[config.mk]
export PLATFORM = sky130hd
export DESIGN_NAME = maxpool_fp32
export DESIGN_NICKNAME = d
export VERILOG_FILES = /design/src/rtl/maxpool_fp32.sv
export SDC_FILE = /design/constraint.sdc
export NUM_CORES = 1
export LEC_CHECK = 0
export CORE_ASPECT_RATIO = 0.6
export CORE_MARGIN = 5
export CORE_UTILIZATION = 49
export CTS_CLUSTER_DIAMETER = 40
export CTS_CLUSTER_SIZE = 25
export DETAILED_ROUTE_END_ITERATION = 12
export PLACE_DENSITY = 0.74
export RECOVER_POWER = 25
export SYNTH_ARGS = -nofsm -noshare
export SYNTH_HDL_FRONTEND = slang
export SYNTH_SLANG_ARGS = --single-unit
[constraint.sdc]
create_clock -name clk -period 2.9 [get_ports clk]
set_input_delay 0.58 -clock clk [delete_from_list [all_inputs] [get_ports clk]]
set_output_delay 0.58 -clock clk [all_outputs]
set_load 0.01 [all_outputs]
[src/rtl/maxpool_fp32.sv]
// ---------------------------------------------------------------------------
// maxpool_fp32
//
// Streaming fp32 max-pool reducer. Consumes IEEE-754 single-precision
// activations and emits one maximum per non-overlapping window of WINDOW
// samples, along with the in-window index of that maximum. A window can be
// closed early with in_last, which produces a result flagged as partial.
// A single registered output stage holds the result under backpressure.
//
// Optional feature (macro MAXPOOL_FP32_NAN_PROP_EN):
//   defined   - any NaN in a window forces the result to the canonical
//               quiet NaN 32'h7fc00000, indexed at the first NaN sample.
//   undefined - NaNs are ordered by bit pattern like any other value.
//
// Ports:
//   clk          system clock, rising edge
//   rst_n        asynchronous active-low reset
//   in_valid     input sample valid
//   in_ready     block can accept a sample this cycle
//   in_data      fp32 activation
//   in_last      sample closes the current window early
//   out_valid    pooled result valid
//   out_ready    downstream accepts result
//   out_data     fp32 window maximum
//   out_idx      position of the maximum within its window
//   out_partial  result came from a window closed before WINDOW samples
// ---------------------------------------------------------------------------
module maxpool_fp32 #(
    parameter int WINDOW = 4,
    parameter int IDX_W  = $clog2(WINDOW)
) (
    input  logic             clk,
    input  logic             rst_n,
    input  logic             in_valid,
    output logic             in_ready,
    input  logic [31:0]      in_data,
    input  logic             in_last,
    output logic             out_valid,
    input  logic             out_ready,
    output logic [31:0]      out_data,
    output logic [IDX_W-1:0] out_idx,
    output logic             out_partial
);

    localparam logic [IDX_W-1:0] LAST_IDX = IDX_W'(WINDOW - 1);

    // Sign-magnitude "strictly greater than" for fp32 bit patterns.
    function automatic logic gt(input logic [31:0] a, input logic [31:0] b);
        logic res;
        if (a[31] != b[31]) begin
            // +0 and -0 compare equal; otherwise the positive operand wins.
            res = ((a[30:0] | b[30:0]) == 31'd0) ? 1'b0 : !a[31];
        end else if (!a[31]) begin
            res = a[30:0] > b[30:0];
        end else begin
            res = a[30:0] < b[30:0];
        end
        return res;
    endfunction

    logic [IDX_W-1:0] count;
    logic [31:0]      acc_max;
    logic [IDX_W-1:0] acc_idx;

    logic             accept;
    logic             close;
    logic             take;
    logic [31:0]      new_max;
    logic [IDX_W-1:0] new_idx;
    logic [31:0]      res_data;
    logic [IDX_W-1:0] res_idx;

`ifdef MAXPOOL_FP32_NAN_PROP_EN
    logic             nan_flag;
    logic [IDX_W-1:0] nan_idx;
    logic             in_nan;
`endif

    // Stall input only while a result is held unaccepted.
    assign in_ready = !out_valid | out_ready;
    assign accept   = in_valid & in_ready;
    assign close    = accept & ((count == LAST_IDX) | in_last);

    // NOTE: every always_comb output gets a default first so no path can
    // leave a value unassigned and infer a latch.
    always_comb begin
        take     = 1'b0;
        new_max  = acc_max;
        new_idx  = acc_idx;
        res_data = 32'd0;
        res_idx  = '0;
        // First sample of a window always seeds the accumulator; ties keep
        // the earlier sample because gt() is strict.
        take = (count == '0) || gt(in_data, acc_max);
        if (take) begin
            new_max = in_data;
            new_idx = count;
        end
        res_data = new_max;
        res_idx  = new_idx;
`ifdef MAXPOOL_FP32_NAN_PROP_EN
        in_nan = (in_data[30:23] == 8'hff) && (in_data[22:0] != 23'd0);
        if (nan_flag) begin
            res_data = 32'h7fc0_0000;
            res_idx  = nan_idx;
        end else if (in_nan) begin
            res_data = 32'h7fc0_0000;
            res_idx  = count;
        end
`endif
    end

    // NOTE: sequential state uses non-blocking assignments so every register
    // samples pre-edge values regardless of statement order.
    always_ff @(posedge clk or negedge rst_n) begin
        if (!rst_n) begin
            count       <= '0;
            acc_max     <= 32'd0;
            acc_idx     <= '0;
            out_valid   <= 1'b0;
            out_data    <= 32'd0;
            out_idx     <= '0;
            out_partial <= 1'b0;
`ifdef MAXPOOL_FP32_NAN_PROP_EN
            nan_flag    <= 1'b0;
            nan_idx     <= '0;
`endif
        end else begin
            if (accept) begin
                acc_max <= new_max;
                acc_idx <= new_idx;
                count   <= close ? '0 : count + IDX_W'(1);
`ifdef MAXPOOL_FP32_NAN_PROP_EN
                if (close) begin
                    nan_flag <= 1'b0;
                end else if (in_nan && !nan_flag) begin
                    nan_flag <= 1'b1;
                    nan_idx  <= count;
                end
`endif
            end

            // A close can only happen when the output slot is empty or being
            // drained this cycle, so loading here never overwrites a held result.
            if (close) begin
                out_valid   <= 1'b1;
                out_data    <= res_data;
                out_idx     <= res_idx;
                out_partial <= in_last && (count != LAST_IDX);
            end else if (out_ready) begin
                out_valid   <= 1'b0;
            end
        end
    end

endmodule

==> results.md, run 1 <==
- In the layout the commonest cells are sky130_fd_sc_hd__buf_4, sky130_fd_sc_hd__dfrtp_1, sky130_fd_sc_hd__clkdlybuf4s50_1, sky130_fd_sc_hd__inv_1, sky130_fd_sc_hd__ha_1.
- The total power divided by cell area is around 880 nW/um^2.
- The length of the first detailed-routing pass in iterations is 5.
- The maximum ir drop on the vdd rail is 0.0004190 V.
- The reported max-cap violation count is 0.
- The synthesized netlist devotes 13.58% of its cell area to compound gates.
- Fill cells in the final layout number between 500 and 600.
- The final wirelength is 14,850 um.
- The height of the chip is ~84 um.
- The average instance in the mapped netlist occupies 9.371 um^2.
- The library cell with the largest summed area after synthesis is sky130_fd_sc_hd__dfrtp_1.
- Across all setup checks in the final design, the least slack found is -207.6 ps.
- After synthesis, flip-flops and latches occupy around two fifths of the total area.
- The relative area change from synthesis to final layout is 52.07%.
- Summing the areas of all and, or, nand and nor instances in the mapped netlist gives 12.15% of the synthesized area.
- The depth of the CTS H-tree is 3.
- Between clock sinks in the finished design, the worst skew comes to between 3 and 4 ps.
- The post-synth net total is around 580.
- In the routed design, unresolved DRC markers number 0.
- Detailed placement ended at an HPWL of 9275 um.
- The chip width is 133.4 um.
- Setup repair after global routing could not meet its margin everywhere.
- STA puts the critical path data arrival time at 3360 ps.
- The peak clock frequency supported by timing is between 0.3 and 0.4 GHz.
- The deepest clock path buffer count is 2.
- The area of the die is 11,220 um^2.
- In this run, the number of DRC markers left after iteration 0 of detailed routing was ~310.
- Entering global routing, the biggest net connects between 40 and 50 pins.
- The critical path class is primary input to register.
- The launching element type of the critical path is a primary input.
- The initial antenna violation count is 0.
- The number of different library cells used by synthesis comes to 34.
- In this run the worst hold path is classified as primary input to async pin.
- The final period demand of the worst path is about 3100 ps.
- In the final routed layout, each cell accounts on average for approximately 20 um.
- Setup violations remaining at the end of the flow were counted as 66.
- The total number of yosys warnings is 0.
- The row count is 27.
- Across all layers, the routed design uses about 4,300 vias.
- The clock tree from TritonCTS is built.
- The post-synthesis sequential element count is between 70 and 80.
- The storage element area is 1802 um^2.
- In the finished design, the share of the clock period the worst path needs comes to 107.2%.
- The number of buffers created by CTS is 9.
- In this run the clock root is driven by a sky130_fd_sc_hd__clkbuf_16.
- The clock slew seen by the registers of the worst setup and hold paths is about 60 ps.
- The most common cell after layout, fill and taps aside is sky130_fd_sc_hd__buf_4.
- The wire length of the first global-routing pass is between 20,000 and 25,000 um.
- After synthesis, the share of cell area in mux cells is about 7.4%.
- The static leakage is roughly 0.0031 uW.
- The worst endpoint required time is 3150 ps.
- For this configuration, the core starts out at a cell density of 49.47%.
- The run finished, with violations left.
- For the pin with the worst max-slew slack, the measured transition is approximately 1300 ps.
- Yosys attributes the largest share of cell area to sky130_fd_sc_hd__dfrtp_1, sky130_fd_sc_hd__ha_1, sky130_fd_sc_hd__mux2i_1.
- Counting tap cells, the placed design contains a total of slightly above 700 instances.
- Summing the areas of all fa, ha and maj instances in the mapped netlist gives between 15 and 20% of the synthesized area.
- The element type at the critical path end is a register.
- The internal reg-to-reg setup slack is -170 ps.
- Routability-driven placement finished with a final weighted congestion of 0.8723.
- Dividing the detail-routed via count by the number of cells gives between 5 and 6.
- Leaving out filler cells and counting taps, the final layout contains between 700 and 800.
- The main combinational cell family by area after synthesis is adder cells.
- The antenna diode instance count is 0.
- The hold buffer count at CTS is 0.
- Cells fill approximately three quarters of the core in the end.
- The final net count is around 740.
- The number of global-route vias before repair is around 4,500.
- The share of layout cells above drive strength 1 is 32.13%.
- The final global-route overflow total is 0.
- The total routing usage reported by global routing is about a quarter.
- The count of input and output buffers is between 70 and 80.
- Summing all multi-input logic gate instances after layout gives between 2000 and 3000 um^2.
- The final-report hold violation count is 0.
- The checks that failed: setup timing.
- The tightest slew margin relative to the limit is 16.21%.
- The clock net in this run drives a total of 72 sinks.
- The post-synthesis cell count is 478.
- The count of nets left with antenna violations once routing finished came out at 0.
- The area of the mapped netlist is around 4500 um^2.
- The number of slew-limit violations in the final report is 0.
- The total power consumption of the routed design is approximately 6000 uW.
- The total area inside the core boundary comes to about 9100 um^2.
- The count of pins on the block boundary is 74.
- The XOR/XNOR share of the synthesized area is 0%.
- The synthesized design devotes to its leading area cell type between 40% and 50% of total area.
- The insertion delay to the later sink of the worst-skew pair is approximately 340 ps.
- In this run the worst path has a maximum fanout of 6.
-- per-layer routing --
metal	part of all wire (%)	track usage (%)	wire length, um	vias to the layer above
li1	-	-	-	1966
met5	0	0	0	-
met4	2.3	7.937	338	0
met2	48	42.59	7125	185
met1	43	32.88	6349	2090
met3	7.0	8.012	1033	40
-- flip-flops by register name (all words and copies together), names as in the netlist --
signal	count
count	2
acc_max	32
out_data	32
acc_idx	2
out_valid	1
out_partial	1
out_idx	2
-- worst paths after layout --
check / from / endpoint / cells after the start
min in group clk: out_partial / out_partial / 2
worst max-delay path: in_data[16] / acc_max[22] / 12
worst min register to register: out_partial / out_partial / 2
max in group asynchronous: rst_n / acc_max[16] / 2
worst max register to register: acc_max[23] / out_data[22] / 13
worst min-delay path: rst_n / count[0] / 1
-- report_power, final --
group | internal [uW] | leakage, uW | total, uW | switching, uW
Sequential | 1400 | 0.000823 | 1660 | 254
Clock | 680 | 0.000145 | 1100 | 417
Combinational | 1600 | 0.00214 | 3240 | 1640
-- metrics by stage --
step	setup TNS, ps	cell area (um^2)	hold slack, ps	setup WS, ps
floorplan	-2704	4524	284.4	-77.18
global placement	-45260	5877	512.2	-747.4
detailed placement	-60650	5877	514.7	-996.5
CTS	-386.4	6618	239.5	-71.26
global route	-13450	6812	539.5	-309.6
finish	-7401	6812	489.4	-207.6
-- logic make-up (layout without fill, tap and decap cells) --
| group | Yosys count | in the layout |
|---|---|---|
| compound gates | 101 | 101 |
| fa+ha+maj | 64 | 64 |
| mux | 33 | 33 |
| simple gates | 112 | 112 |
| buf+inv | 96 | 256 |
| flops | 72 | 72 |
-- area by class of cell --
| cell class | instances | area share [%] |
|---|---|---|
| well taps | 116 | 2.131 |
| inverters | 73 | 4.206 |
| repair buffers | 168 | 22.28 |
| flip-flops and latches | 72 | 26.45 |
| clock buffers | 11 | 3.564 |
| multi-input cells | 310 | 40.71 |
| clock inverters | 4 | 0.6613 |
-- repair_timing --
item	in CTS	in global routing
cloned	0	2
setup buffers	15	4
pin swaps	34	14
resized for setup	123	63
endpoints found under the setup margin	66	66
-- synthesized netlist by cell type --
| master | number |
|---|---|
| sky130_fd_sc_hd__clkbuf_1 | 13 |
| sky130_fd_sc_hd__ha_1 | 64 |
| sky130_fd_sc_hd__inv_1 | 73 |
| sky130_fd_sc_hd__nor2_1 | 41 |
| sky130_fd_sc_hd__o21ai_2 | 1 |
| sky130_fd_sc_hd__nand3_1 | 37 |
| sky130_fd_sc_hd__a221oi_1 | 1 |
| sky130_fd_sc_hd__nor3b_1 | 1 |
| sky130_fd_sc_hd__nor3_1 | 2 |
| sky130_fd_sc_hd__nand2_1 | 6 |
| sky130_fd_sc_hd__a21oi_4 | 1 |
| sky130_fd_sc_hd__o41a_1 | 1 |
| sky130_fd_sc_hd__o21ai_0 | 40 |
| sky130_fd_sc_hd__a21oi_1 | 12 |
| sky130_fd_sc_hd__o31ai_1 | 3 |
| sky130_fd_sc_hd__o21bai_1 | 1 |
| sky130_fd_sc_hd__buf_2 | 4 |
| sky130_fd_sc_hd__mux2i_1 | 31 |
| sky130_fd_sc_hd__a311oi_1 | 1 |
| sky130_fd_sc_hd__and2_0 | 1 |
| sky130_fd_sc_hd__a2111o_1 | 1 |
| sky130_fd_sc_hd__nand4_1 | 8 |
| sky130_fd_sc_hd__nor4_1 | 5 |
| sky130_fd_sc_hd__o31a_1 | 3 |
| sky130_fd_sc_hd__buf_6 | 3 |
| sky130_fd_sc_hd__a31oi_1 | 35 |
| sky130_fd_sc_hd__mux2_1 | 2 |
| sky130_fd_sc_hd__dfrtp_1 | 72 |
| sky130_fd_sc_hd__nor4b_1 | 3 |
| sky130_fd_sc_hd__clkbuf_2 | 3 |
| sky130_fd_sc_hd__nor2b_1 | 5 |
| sky130_fd_sc_hd__nand2b_1 | 2 |
| sky130_fd_sc_hd__or4_1 | 1 |
| sky130_fd_sc_hd__o21a_1 | 1 |
-- critical path, cell delays in order --
cell,delay [ps]
sky130_fd_sc_hd__clkdlybuf4s50_1,520
sky130_fd_sc_hd__inv_2,70
sky130_fd_sc_hd__ha_4,280
sky130_fd_sc_hd__nor2b_1,50
sky130_fd_sc_hd__o21ai_1,130
sky130_fd_sc_hd__a21oi_1,100
sky130_fd_sc_hd__a2111o_1,470
sky130_fd_sc_hd__o31a_4,410
sky130_fd_sc_hd__a21oi_4,220
sky130_fd_sc_hd__buf_6,160
sky130_fd_sc_hd__buf_12,130
sky130_fd_sc_hd__mux2i_1,240
Note: power is estimated with default switching activity, not from simulation.
==> run 2, diff against run 1 <==
--- a/config.mk
+++ b/config.mk
@@ -11,6 +11,7 @@
 export CTS_CLUSTER_DIAMETER = 40
 export CTS_CLUSTER_SIZE = 25
 export DETAILED_ROUTE_END_ITERATION = 12
+export GPL_TIMING_DRIVEN = 0
 export PLACE_DENSITY = 0.74
 export RECOVER_POWER = 25
 export SYNTH_ARGS = -nofsm -noshare
==> run 2 against run 1 <==
Against the previous run: the run still ends with setup timing left; count of clock-buffer cells in the layout is 2 higher; fmax decreased by 0.91%; final cell count down 6.1%; largest power group unchanged.
==> results.md, run 2 (synthesis gave the netlist of run 1 again) <==
- Setup repair after global routing could not meet its margin everywhere.
- The deepest clock path buffer count is 2 (unchanged).
- The most common cell after layout, fill and taps aside is sky130_fd_sc_hd__dfrtp_1.
- The number of violations reported at the end of detailed-routing iteration 0 came to 293 (-6.7%).
- The final global-route overflow total is 0 (unchanged).
- The highest net fanout along the worst path was 10 (+4).
- The total of endpoints with negative setup slack in the final report is 66 (unchanged).
- The clock slew seen by the registers of the worst setup and hold paths is 60 ps (about the same).
- The final critical-path setup slack is -236.0 ps (-28.42 ps).
- The area of all placed cells without fillers came to 6411 um^2 (-5.9%).
- The destination of the critical timing path is acc_max[17].
- The average via count per standard cell is 5.720 (+0.75%).
- The wire length of the first global-routing pass is 22,250 um (-2.9%).
- The final weighted congestion of routability-driven global placement is 0.9449 (+8.3%).
- The worst setup timing slack at the placement stage came to -1412 ps (-415.1 ps).
- The total power consumption of the routed design was 5779 uW (-3.6%).
- The root buffer cell is sky130_fd_sc_hd__clkbuf_16.
- The depth of the CTS H-tree was 3 (unchanged).
- The peak clock frequency supported by timing is 0.3189 GHz (-0.91%).
- The utilization after layout was 70.81% (-4.4 points).
- The share of layout cells above drive strength 1 is 24.32% (-7.8 points).
- The static leakage came to 0.002881 uW (-7.1%).
- The endpoint identified for the worst register-to-register timing path is acc_max[17].
- The startpoint of the worst setup timing path is acc_max[2].
- The length of the first detailed-routing pass in iterations is 5 (unchanged).
- The largest registers in the layout are acc_max (32), out_data (32).
- The insertion delay to the later sink of the worst-skew pair is 340 ps (about the same).
- The final wirelength is 13,950 um (-6.0%).
- The total routing usage reported by global routing was 25.35% (-0.57 points).
- The critical path class is register to register.
- The count of input and output buffers is 73 (unchanged).
- The flow ran to the end, but the final reports show violations.
- The height of the chip is 84.06 um (unchanged).
- The clock tree from TritonCTS is built.
- The internal reg-to-reg setup slack is -240 ps (-70 ps).
- The routed wirelength normalized by instance count is 19.70 um (about the same).
- The final net count came to 688 (-6.4%).
- The initial core utilization came to 49.47% (unchanged).
- The final-report hold violation count is 0 (unchanged).
- The tightest slew margin relative to the limit came to 7.144% (-9.1 points).
- The transition time at the pin with the least slew margin was 1393 ps (+136.0 ps).
- The chip width is 133.4 um (unchanged).
- The number of design rule violations left after detail routing is 0 (unchanged).
- The final cycle utilization of the critical path is 108.1% (+0.98 points).
- The worst hold path belongs to the class primary input to async pin.
- The placed wire-length estimate was 9260 um (-0.16%).
- The largest net degree at the start of global routing is 54 (+32%).
- The core footprint came to 9054 um^2 (unchanged).
- The initial antenna violation count is 0 (unchanged).
- The final reports fail on setup timing.
- The total vias in the final route is 4,050 (-5.4%).
- The clock skew after layout was 7.458 ps (+3.730 ps).
- The worst setup path is launched from a register.
- The number of cells traversed by the worst register-to-register path came to 11 (-2).
- The relative area change from synthesis to final layout is 43.13%.
- The total clock sinks is 72 (unchanged).
- The worst hold slack came to 411.4 ps (-78.00 ps).
- The total power divided by cell area is 901.3 nW/um^2 (+2.4%).
- The number of slew-limit violations in the final report came to 0 (unchanged).
- The hold buffer count at CTS is 0 (unchanged).
- The final period demand of the worst path was 3136 ps (+28.42 ps).
- In this run the critical register-to-register path is launched from acc_max[2].
- The worst endpoint required time is 3150 ps (about the same).
- The row count is 27 (unchanged).
- The total cell area at the placement stage is 5425 um^2 (-7.7%).
- The number of antenna-violating nets in the routed design is 0 (unchanged).
- The reported max-cap violation count came to 0 (unchanged).
- The library cells used most frequently in the layout, excluding fill and tap cells, are sky130_fd_sc_hd__dfrtp_1, sky130_fd_sc_hd__inv_1, sky130_fd_sc_hd__ha_1, sky130_fd_sc_hd__clkdlybuf4s50_1, sky130_fd_sc_hd__nor2_1.
- The antenna diode instance count was 0 (unchanged).
- The arrival time of data at the critical path endpoint is 3390 ps (+30 ps).
- The maximum ir drop on the vdd rail was 0.0004801 V (+15%).
- The area of the die is 11,220 um^2 (unchanged).
- The element type at the critical path end is a register.
- The number of buffers created by CTS is 9 (unchanged).
- The number of global-route vias before repair is 4,216 (-6.5%).
- The count of pins on the block boundary came to 74 (unchanged).
-- run 2: worst min-delay path by stage --
stage	slack, ps	end	start
after floorplan	280	acc_idx[0]	rst_n
after global placement	490	acc_idx[1]	acc_idx[1]
after detailed placement	490	out_idx[0]	rst_n
after CTS	120	out_data[30]	rst_n
after global routing	510	out_partial	rst_n
final	410	out_data[29]	rst_n
-- run 2: final cells by class --
type	instances	area [um^2]
plain buffers	23	217.7
clock buffers	13	260.3
clock inverters	3	40.04
fillers	640	2643
inverters	73	286.5
multi-input cells	310	2748
flip-flops and latches	72	1802
well taps	116	145.1
repair buffers	98	912.1
-- run 2: critical path, cell delays in order (launching register included) --
cell and delay [ps]:
sky130_fd_sc_hd__dfrtp_1 370, sky130_fd_sc_hd__inv_2 80, sky130_fd_sc_hd__ha_4 280, sky130_fd_sc_hd__nor2b_1 40, sky130_fd_sc_hd__o31a_1 270, sky130_fd_sc_hd__o31a_1 290, sky130_fd_sc_hd__o41a_1 530, sky130_fd_sc_hd__o31a_1 290
sky130_fd_sc_hd__buf_6 150, sky130_fd_sc_hd__a21oi_4 260, sky130_fd_sc_hd__buf_6 230, sky130_fd_sc_hd__mux2i_1 250
-- run 2: power breakdown --
group | switching, uW | internal [uW] | total (uW)
clock network | 420 | 710 | 1130
registers | 246 | 1400 | 1650
logic | 1570 | 1430 | 3000
total | 2230 | 3550 | 5780
-- run 2: what timing repair did --
item,4_1_cts,5_1_grt
pin swaps,58,29
setup endpoints to repair,66,66
buffers inserted,14,7
hold endpoints to repair,0,0
gates resized for setup,170,48
cloned,3,0
-- run 2: per-stage QoR --
| step | instances | setup TNS, ps |
|---|---|---|
| 2_1_floorplan | 478 | -2704 |
| 3_3_place_gp | 667 | -177150 |
| 3_5_place_dp | 668 | -86270 |
| 4_1_cts | 701 | -3265 |
| 5_1_grt | 708 | -16910 |
| 6_report | 708 | -10020 |
-- run 2: routing by layer --
metal	up-vias	track usage, %	part of all wire, %
met5	-	0	0
met3	26	7.651	8.1
met1	1982	34.75	45
met4	0	8.030	1.7
li1	1872	-	-
met2	170	38.54	45
==> run 3, diff against run 2 <==
--- a/config.mk
+++ b/config.mk
@@ -8,7 +8,7 @@
 export CORE_ASPECT_RATIO = 0.6
 export CORE_MARGIN = 5
 export CORE_UTILIZATION = 49
-export CTS_CLUSTER_DIAMETER = 40
+export CTS_CLUSTER_DIAMETER = 100
 export CTS_CLUSTER_SIZE = 25
 export DETAILED_ROUTE_END_ITERATION = 12
 export GPL_TIMING_DRIVEN = 0
==> constraint.sdc (replaced) <==
create_clock -name clk -period 2.9 [get_ports clk]
set_input_delay 0.58 -clock clk [delete_from_list [all_inputs] [get_ports clk]]
set_output_delay 0.58 -clock clk [all_outputs]
set_load 0.005 [all_outputs]
==> results of run 3 <==
Same layout as run 2 (identical final DEF). Status: finished, violations left: setup timing.
Main changes from that run: total power 5779 uW -> 5701 uW; worst IR drop on VDD 0.0004801 V -> 0.0004796 V
==> edit, RTL diff (flow settings as in run 3) <==
`WINDOW`: 4 -> 8.
--- a/src/rtl/maxpool_fp32.sv
+++ b/src/rtl/maxpool_fp32.sv
@@ -27,5 +27,5 @@
 // ---------------------------------------------------------------------------
 module maxpool_fp32 #(
-    parameter int WINDOW = 4,
+    parameter int WINDOW = 8,
     parameter int IDX_W  = $clog2(WINDOW)
 ) (
Ports: changed (resized out_idx); port bits go from 74 to 75. The function was not compared with the original's and may differ.
==> edit against run 3 <==
The flow finishes with violations (max-capacitance violations, max-slew violations, negative setup slack); global-route usage down 1.7 points; non-clock buffer count unchanged; via count up 2.1%; total power down 0.48%; worst setup slack better by 150 ps; sequential cell count up 3; wire length up 1.1%; clock skew about the same; hold slack better by 76 ps; fmax up 5.0%; cell count up 6.1%; final area up 5.0%; count of clock-buffer cells in the layout down 3; synthesized area up 7.8%; critical path type is now in2reg; largest cell class unchanged.
==> edit: results (changes against run 3) <==
register area share after synthesis 38.87% (-1.4 points); PortBufs 74 (+1.4%); HPWL after DPL 9.362 mm (+1.1%); final setup vio count 57 (-14%); vias 4134 (+2.1%); Avg Cell Area, Syn 9.561 um2 (+2.0%); failing checks max-capacitance violations, max-slew violations, negative setup slack; Final Max Tran Viols 38 (+38); post-synthesis cell type count 39 (+15%); worst setup margin -86.68 ps (+149.3 ps); worst r2r src acc_max[23]; routability cong. 0.9033 (-4.4%); number of global-route vias before repair 4284 (+1.6%); WP data arrival 3260 ps (-130 ps); first-pass GRT wire length 22.45 mm (+0.87%); top post-synthesis cells by area dfrtp_1, ha_1, mux2i_1; crit path from in_data[21]; wire per inst 18.78 um (-4.7%); status finished, violations left; Cells after DPL 715 (+7.0%); worst ir drop on vdd 470.1 uV (-2.0%); top post-synthesis cells by count dfrtp_1, inv_1, ha_1; share of layout cells above drive strength 1 24.19% (-0.14 points); # fillers 717 (+12%); Worst Tran Pin Value 2181 ps (+788.1 ps); nets 714 (+3.8%); largest net degree at the start of global routing 39 (-28%); Total Wirelength 14.11 mm (+1.1%); reg2reg path depth 12 (+1); CP max FO 6 (-4); max-cap violations 1 (+1); Leak 3.096 nW (+7.5%)
[edit: changes by cell type after synthesis, moves of 3 or more]
cell,delta
a21oi_1,+30
a31oi_1,-33
buf_6,+3
clkbuf_1,+3
clkbuf_2,-3
dfrtp_1,+3
nand2_1,+7
nand3_1,-32
nor2_1,+4
nor4b_1,-3
o31a_1,+31
[edit: worst max-delay path, cell delays in order]
cell	delay (ps)
clkdlybuf4s15_1	260
inv_1	90
ha_1	320
nor2_2	150
nand4_1	130
buf_4	170
o41a_1	510
o311ai_4	150
nand3_4	160
buf_6	180
buf_8	130
o31a_1	270
a21oi_2	140
[edit: how the worst max path moves through the flow]
stage / to / slack, ps
6_report: out_data[30] / -90
3_5_place_dp: acc_max[8] / -980
5_1_grt: out_data[27] / -180
3_3_place_gp: out_data[8] / -1520
2_1_floorplan: acc_idx[2] / 40
4_1_cts: out_data[30] / 4
[edit: cell type report]
cell class	count	area [um2]	share of cell area [%]
multi-input combinational	331	2973	44.16
sequential	75	1877	27.88
timing repair buffer	97	908.4	13.49
inverter	74	277.8	4.126
clock buffer	10	229.0	3.401
buffer	24	195.2	2.900
tap	135	168.9	2.509
clock inverter	5	102.6	1.524
[edit: what timing repair did]
| action | 4_1_cts | 5_1_grt |
|---|---|---|
| endpoints found under the setup margin | 68 | 68 |
| gates resized for setup | 103 | 113 |
| pin swaps | 21 | 27 |
| cloned | 2 | 1 |
| buffers inserted | 15 | 5 |
[edit: power breakdown]
group | internal, W | leakage [nW] | switching (W)
Sequential | 0.00141 | 0.866 | 0.000166
Combinational | 0.00132 | 2.07 | 0.00149
Clock | 0.000834 | 0.159 | 0.000445
Total | 0.00357 | 3.10 | 0.00210
[edit: cell families after synthesis]
| group | Yosys count | share of synthesized area [%] |
|---|---|---|
| AND/OR/NAND/NOR | 98 | 10.13 |
| buffers and inverters | 99 | 8.759 |
| multiplexers | 34 | 7.074 |
| adder cells (fa/ha/maj) | 65 | 16.84 |
| AO/OA/AOI/OAI | 134 | 18.32 |
| flip-flops | 75 | 38.87 |
[edit: metrics by stage]
| step | instance area (um2) | worst slack [ps] | power (W) | TNS [ps] | utilization (%) |
|---|---|---|---|---|---|
| floorplan | 4828 | 36.38 | 0.002820 | 0 | - |
| global placement | 5738 | -1521 | 0.003576 | -168630 | 58.92 |
| detailed placement | 5756 | -976.9 | 0.003657 | -60150 | 59.10 |
| CTS | 6541 | 3.912 | 0.005343 | 0 | 67.16 |
| global route | 6731 | -180.7 | 0.006003 | -8517 | 69.12 |
| finish | 6731 | -86.68 | 0.005674 | -1723 | 69.12 |
[edit: layer usage]
layer	share of wire (%)	vias to the layer above	global-route usage (%)
met1	47	2023	33.67
met4	1.1	0	6.726
li1	-	1947	-
met3	6.6	16	5.540
met5	0	-	0
met2	45	148	36.28
